==> config.mk <==
export PLATFORM = sky130hd
export DESIGN_NAME = hex_entry_buffer
export DESIGN_NICKNAME = d
export VERILOG_FILES = /design/src/rtl/hex_entry_buffer.sv
export SDC_FILE = /design/constraint.sdc
export NUM_CORES = 1
export LEC_CHECK = 0
export CORE_MARGIN = 2
export CORE_UTILIZATION = 56
export DETAILED_ROUTE_END_ITERATION = 10
export PLACE_DENSITY_LB_ADDON = 0.1
export SYNTH_ARGS = -nofsm -noshare
export SYNTH_HDL_FRONTEND = slang
export SYNTH_SLANG_ARGS = --single-unit
==> constraint.sdc <==
create_clock -name clk -period 5.7 [get_ports clk]
set_input_delay 1.14 -clock clk [delete_from_list [all_inputs] [get_ports clk]]
set_output_delay 1.14 -clock clk [all_outputs]
set_load 0.005 [all_outputs]
==> src/rtl/hex_entry_buffer.sv <==
// Hex entry buffer feeding the seven-segment driver: collects ASCII hex keys into
// an 8-digit right-shifting entry with backspace, clear, commit and overflow flash.
module hex_entry_buffer #(
   parameter int CLOCK_FREQ = 100000000,
   parameter int BLINK_MS   = 250
) (
   input  logic        clk,
   input  logic        resetn,
   input  logic        key_valid,
   input  logic [7:0]  key_code,
   output logic        key_ready,
   output logic [31:0] display,
   output logic [7:0]  digit_enable,
   output logic [3:0]  digit_count,
   output logic [31:0] value,
   output logic        value_valid
);

   localparam int          BLINK_CYC    = (CLOCK_FREQ / 1000) * BLINK_MS;
   localparam logic [31:0] BLINK_RELOAD = 32'(BLINK_CYC - 1);

   typedef enum logic [1:0] {IDLE, DECODE, FLASH} state_t;

   state_t      state_q;
   logic [7:0]  key_q;
   logic [31:0] display_q;
   logic [31:0] value_q;
   logic [31:0] blink_q;
   logic [3:0]  count_q;
   logic [1:0]  phase_q;
   logic        blank_q;
   logic        value_valid_q;

   logic        is_hex_d;
   logic [3:0]  nibble_d;

   // Letters share the low nibble pattern for both cases: 'A'/'a' -> 1, so add 9.
   always_comb begin
      is_hex_d = 1'b1;
      nibble_d = 4'h0;
      if (key_q >= 8'h30 && key_q <= 8'h39)
         nibble_d = key_q[3:0];
      else if ((key_q >= 8'h41 && key_q <= 8'h46) || (key_q >= 8'h61 && key_q <= 8'h66))
         nibble_d = key_q[3:0] + 4'd9;
      else
         is_hex_d = 1'b0;
   end

   always_ff @(posedge clk) begin
      if (!resetn) begin
         state_q       <= IDLE;
         key_q         <= 8'h00;
         display_q     <= 32'h0;
         value_q       <= 32'h0;
         blink_q       <= 32'h0;
         count_q       <= 4'd0;
         phase_q       <= 2'd0;
         blank_q       <= 1'b0;
         value_valid_q <= 1'b0;
      end else begin
         value_valid_q <= 1'b0;
         case (state_q)
            IDLE: begin
               if (key_valid) begin
                  key_q   <= key_code;
                  state_q <= DECODE;
               end
            end
            DECODE: begin
               state_q <= IDLE;
               if (is_hex_d) begin
                  if (count_q < 4'd8) begin
                     display_q <= {display_q[27:0], nibble_d};
                     count_q   <= count_q + 4'd1;
                  end else begin
                     state_q <= FLASH;
                     blink_q <= BLINK_RELOAD;
                     phase_q <= 2'd0;
                     blank_q <= 1'b1;
                  end
               end else begin
                  case (key_q)
                     8'h08: begin
                        if (count_q != 4'd0) begin
                           display_q <= {4'h0, display_q[31:4]};
                           count_q   <= count_q - 4'd1;
                        end
                     end
                     8'h1B: begin
                        display_q <= 32'h0;
                        count_q   <= 4'd0;
                     end
                     8'h0D: begin
                        value_q       <= display_q;
                        value_valid_q <= 1'b1;
                        display_q     <= 32'h0;
                        count_q       <= 4'd0;
                     end
                     default: ;
                  endcase
               end
            end
            FLASH: begin
               if (blink_q == 32'h0) begin
                  blink_q <= BLINK_RELOAD;
                  phase_q <= phase_q + 2'd1;
                  if (phase_q == 2'd3) begin
                     blank_q <= 1'b0;
                     state_q <= IDLE;
                  end else begin
                     blank_q <= ~blank_q;
                  end
               end else begin
                  blink_q <= blink_q - 32'd1;
               end
            end
            default: state_q <= IDLE;
         endcase
      end
   end

   // Digit 0 stays lit with an empty entry so a single "0" is visible.
   for (genvar gi = 0; gi < 8; gi++) begin : g_enable
      if (gi == 0) begin : g_first
         assign digit_enable[gi] = ~blank_q;
      end else begin : g_rest
         assign digit_enable[gi] = ~blank_q & (count_q > 4'(gi));
      end
   end

   assign key_ready   = (state_q == IDLE);
   assign display     = display_q;
   assign digit_count = count_q;
   assign value       = value_q;
   assign value_valid = value_valid_q;

endmodule

# Word level (Yosys, flattened, before mapping)
# Cells that the tools add are included.
# totals
register_bits	114
input_bits	11
out_inout_bits	78
# op_classes
addsub	5
n_lt_le_gt_ge	14
eq_ne	13
mux	32
bitwise	11
reduce_logical	17
# ops
operator	count
2-to-1 mux 32 bit	6
one-hot mux 32 bit (2 select lines)	2
zero test 32 bit	1
subtractor 32 x 1 -> 32 bit (second input constant)	1
2-to-1 mux 4 bit	5
equality test 8 x 4 -> 1 bit (second input constant)	2
>= comparator 8 x 7 -> 1 bit (second input constant)	2
> comparator 4 x 3 -> 1 bit (second input constant)	4
less-or-equal comparator 8 x 7 -> 1 bit (second input constant)	2
2-to-1 mux 2 bit	8
inequality test 2 bit (second input constant)	5
AND reduction 3 bit	3
equality test 8 x 5 -> 1 bit (second input constant)	1
>= comparator 8 x 6 -> 1 bit (second input constant)	1
> comparator 4 x 2 -> 1 bit (second input constant)	2
less-or-equal comparator 8 x 6 -> 1 bit (second input constant)	1
one-hot mux 4 bit (2 select lines)	1
AND reduction 4 bit	2
AND 1 bit	7
2-to-1 mux 1 bit	7
one-hot mux 2 bit (3 select lines)	1
adder 4 x 1 -> 4 bit (second input constant)	1
adder 4 bit (second input constant)	1
equality test 2 bit (second input constant)	2
19 further kinds	24

# Depth between registers and ports, before layout
# logic_depth
word_depth	7
ltp_mapped	10
mapped_depth_nobuf	8

# Worst setup path before layout
# No wires, ideal clock.
# synth_timing
path_kind	register to register
startpoint	register key_q[1]
endpoint	register display_q[15] (netlist: display[15])
t_arrival_ns	2.363
required_ns	5.566
path_slack_ns	3.203
stages_incl_launch_ff	10
period_less_slack_ns	2.497
cell_sequence	dfxtp_1 inv_1 ha_1 nor3b_1 nor3_4 or2_2 a2111oi_4 buf_2 buf_2 a211oi_1
# synth_via
elab_chain_len	7
elab_cells_between_ends	22
# synth_rtl
element	line	rtl
start: declaration	25	logic [7:0] key_q;
start signal: assignment	65	key_q <= key_code;
>= comparator 8 x 7 -> 1 bit or less-or-equal comparator 8 x 7 -> 1 bit (tied branches)	43	else if ((key_q >= 8'h41 && key_q <= 8'h46) || (key_q >= 8'h61 && key_q <= 8'h66))
logical AND 1 bit	43	
logical OR 1 bit	43	
2-to-1 mux 1 bit	43	
2-to-1 mux 1 bit	41	if (key_q >= 8'h30 && key_q <= 8'h39)
inequality test 3 bit (no source line) (tied with other cells)	--	
AND reduction 4 bit (no source line)	--	
end signal: assignment	73	display_q <= {display_q[27:0], nibble_d};
end signal: assignment	85	display_q <= {4'h0, display_q[31:4]};
end: declaration	26	logic [31:0] display_q;
# Parallel ways exist; a longest one is shown, timed or not.
# A chain may end at the register's enable or synchronous reset.

# Worst setup path after layout
# layout_timing
startpoint	register count_q[0] (netlist: digit_count[0])
endpoint	output digit_enable[5]
# layout_via
elab_chain_len	2
# layout_rtl
element	line	rtl
start: declaration	29	logic [3:0] count_q;
start signal: assignment	74	count_q <= count_q + 4'd1;
start signal: assignment	86	count_q <= count_q - 4'd1;
> comparator 4 x 3 -> 1 bit	127	assign digit_enable[gi] = ~blank_q & (count_q > 4'(gi));
AND 1 bit	127	
end: declaration	13	output logic [7:0] digit_enable,
# Every way passes these cells.

==> impl_metrics.json <==
{
  "holdCritPathClass": "register to register",
  "arrival_ps": 2230,
  "setup_viol": 0,
  "syn_inst": 641,
  "dpl.cell_count": 803,
  "drtIter0Drc": 319,
  "r2r_slack_ps": 2410,
  "final_common_cell": "dfxtp_1",
  "layout_common_cells": "dfxtp_1, nand2_1, a21oi_1",
  "ioPinCount": 89,
  "io_buffers": 88,
  "start_util_pct": 57.21,
  "cts_setup_buffers": 0,
  "vdd_drop_max_uv": 175.9,
  "ys_ff_latch": 114,
  "die_h_um": 100.9,
  "yosys_warnings": 0,
  "final_layout_size_suffix_gt1_share_pct": 7.873,
  "synth_xor_area_share_pct": 3.995,
  "fmax_mhz": 296.5,
  "drc": 0,
  "fin_cells": 835,
  "route.vias.total": 4965,
  "drt_wl_total_um": 13590,
  "htree_levels": 4,
  "gp_congestion": 0.8926,
  "design.core.area_mm2": 0.009196,
  "synth_edf_count": 0,
  "root_buffer": "clkbuf_8",
  "clock_path_buffers": 2,
  "worstMarginPinSlew_ps": 1188,
  "fillers": 708,
  "synth_top_family_by_area": "simple AND/OR/NAND/NOR gates",
  "power.density_mw_per_mm2": 290.8,
  "insertedDiodeCount": 0,
  "fp.dieW_um": 100.9,
  "ys_seq_area_share_pct": 43.38,
  "grt_max_degree": 65,
  "rr_worst_depth": 9,
  "synth_ff_type": "dfxtp_1",
  "synth_mux_area_share_pct": 0.1902,
  "combPwrFrac_pct": 4.9,
  "synth-async-reset-ratio_pct": 0,
  "antenna_found_initial": 0,
  "cp-start-kind": "register",
  "endpoint_kind": "output port",
  "grt_overflow": 0,
  "grt_pass1_vias": 4658,
  "path_clk_slew_ps": 60,
  "cts_resized": 0,
  "finalHoldViolations": 0,
  "fp-row-count": 35,
  "wl_per_cell_um": 16.28,
  "r2r_end": "display[15]$_SDFFE_PN0P_",
  "nNetsFinal": 731,
  "ctsHoldBuffers": 0,
  "synth_nets": 661,
  "pwr-share-clk_pct": 53.1,
  "dr.pass1.iters": 5,
  "p_sw_uw": 454.1,
  "seqPwrFrac_pct": 42.0,
  "syn2layout_area_growth_pct": 28.09,
  "fin_crit_ps": 3373,
  "dieArea_mm2": 0.01019,
  "synth_cell_type_count": 56,
  "critPathRequiredTime_ps": 4560,
  "whs_endpoint": "value[22]$_SDFFE_PN0P_",
  "reg2reg_from": "key_q[1]$_SDFFE_PN0P_",
  "numCtsBuffers": 17,
  "rsz0062_at_grt": "no",
  "antenna_left": 0,
  "maxCapViolations": 0,
  "track_usage_pct": 27.59,
  "syn_area_mm2": 0.005261,
  "max-slew-margin-rel_pct": 20.77,
  "setup_tns_ps": 0,
  "whs_path_depth": 2,
  "p_leak_uw": 0.002273,
  "avgSynthCellArea_um2": 8.208,
  "path_class": "register to output port",
  "intPower_uw": 1506,
  "cts_sinks": 114,
  "period_share_pct": 59.17,
  "viasPerCell": 5.946,
  "cts_tree": "done",
  "grt_pass1_wl_um": 22340,
  "dpl.hpwl_um": 8775,
  "synthAdderAreaFrac_pct": 2.140,
  "synth-compound-area-share_pct": 17.74,
  "status": "finished, final reports clean",
  "crit_path_max_fanout": 9,
  "switching_share_pct": 23.17,
  "clk_latency_ps": 520,
  "worstHoldStart": "value[22]$_SDFFE_PN0P_",
  "report.final.slew_viol_count": 0,
  "skew_ps": 7.898,
  "synth_simple_gate_area_share_pct": 28.13
}
==> registers in the layout, summed over array words and instances, names as in the netlist <==
signal       flops
state_q          2
phase_q          2
blank_q          1
value_valid      1
key_q            8
blink_q         32
display         32
digit_count      4
value           32
==> kinds of logic after synthesis <==
family | Yosys count
AO/OA/AOI/OAI | 153
buffers and inverters | 55
adder cells (fa/ha/maj) | 9
flip-flops | 114
XOR/XNOR | 24
AND/OR/NAND/NOR | 285
multiplexers | 1
==> critical path, cell delays in order (launching register included) <==
cell and delay, ps:
dfxtp_1 490, inv_1 90, ha_1 250, nor2_1 170
a21oi_1 90, nor2_1 110, clkdlybuf4s50_1 540
==> area by class of cell <==
class | count | area [µm²] | area share [%]
timing repair buffer | 95 | 933.4 | 13.85
clock buffer | 20 | 455.4 | 6.758
tap | 111 | 138.9 | 2.061
multi-input combinational | 472 | 2756 | 40.90
clock inverter | 12 | 131.4 | 1.949
inverter | 11 | 41.29 | 0.6127
sequential | 114 | 2282 | 33.87
==> power groups by stage <==
stage / sequential, µW / combinational (µW) / clock, µW
floorplan: 834 / 60.7 / 0
global placement: 839 / 92.9 / 0
detailed placement: 839 / 94.8 / 0
CTS: 822 / 96.0 / 1050
global route: 824 / 106 / 1080
finish: 823 / 96.1 / 1040
==> how the worst max path moves through the flow <==
stage | startpoint | endpoint | slack [ps] | cells after the start
6_report | digit_count[0]$_SDFFE_PN0P_ | digit_enable[5] | 2330 | 6
5_1_grt | key_q[1]$_SDFFE_PN0P_ | digit_count[1]$_SDFFE_PN0P_ | 2060 | 9
4_1_cts | digit_count[0]$_SDFFE_PN0P_ | digit_enable[5] | 2330 | 6
3_5_place_dp | resetn | value_valid$_SDFF_PP0_ | 2400 | 4
3_3_place_gp | resetn | value_valid$_SDFF_PP0_ | 2430 | 4
2_1_floorplan | key_q[1]$_SDFFE_PN0P_ | display[15]$_SDFFE_PN0P_ | 3200 | 9
==> cell usage after synthesis, types with 3 or more instances <==
cell | count | share of area [%]
a211oi_1 | 25 | 3.6
a21oi_1 | 92 | 8.8
a311oi_1 | 5 | 0.83
a31oi_1 | 5 | 0.59
and3_1 | 3 | 0.36
buf_1 | 3 | 0.21
buf_2 | 9 | 0.86
clkbuf_1 | 30 | 2.1
dfxtp_1 | 114 | 43
ha_1 | 9 | 2.1
inv_1 | 10 | 0.71
nand2_1 | 100 | 7.1
nand2b_1 | 10 | 1.2
nand3_1 | 11 | 1.0
nand3b_1 | 9 | 1.3
nor2_1 | 63 | 4.5
nor2b_1 | 3 | 0.36
nor3_1 | 12 | 1.1
nor3b_1 | 24 | 3.4
nor4_1 | 12 | 1.4
nor4_2 | 5 | 1.2
o21ai_0 | 8 | 0.76
or2_2 | 3 | 0.36
or3_1 | 10 | 1.2
or4_1 | 6 | 0.86
xnor2_1 | 18 | 3.0
xor2_1 | 6 | 1.0
==> through the flow <==
| step | setup slack (ps) | utilization (%) | hold WS (ps) | cell area (µm²) | total power [µW] |
|---|---|---|---|---|---|
| floorplan | 3203 | - | 435.6 | 5261 | 894.4 |
| global placement | 2427 | 66.90 | 442.4 | 6152 | 931.9 |
| detailed placement | 2399 | 66.90 | 446.3 | 6152 | 934.1 |
| CTS | 2329 | 73.28 | 453.8 | 6739 | 1966 |
| global route | 2062 | 73.28 | 470.3 | 6739 | 2015 |
| finish | 2327 | 73.28 | 452.9 | 6739 | 1960 |
==> layer usage <==
metal,up-vias,wire (µm),track usage (%)
met3,24,803,7.628
met5,-,0,0
met2,156,6821,46.67
met1,2387,5717,33.67
li1,2398,-,-
met4,0,247,9.875
No activity file was read; power rests on OpenSTA's default activity.
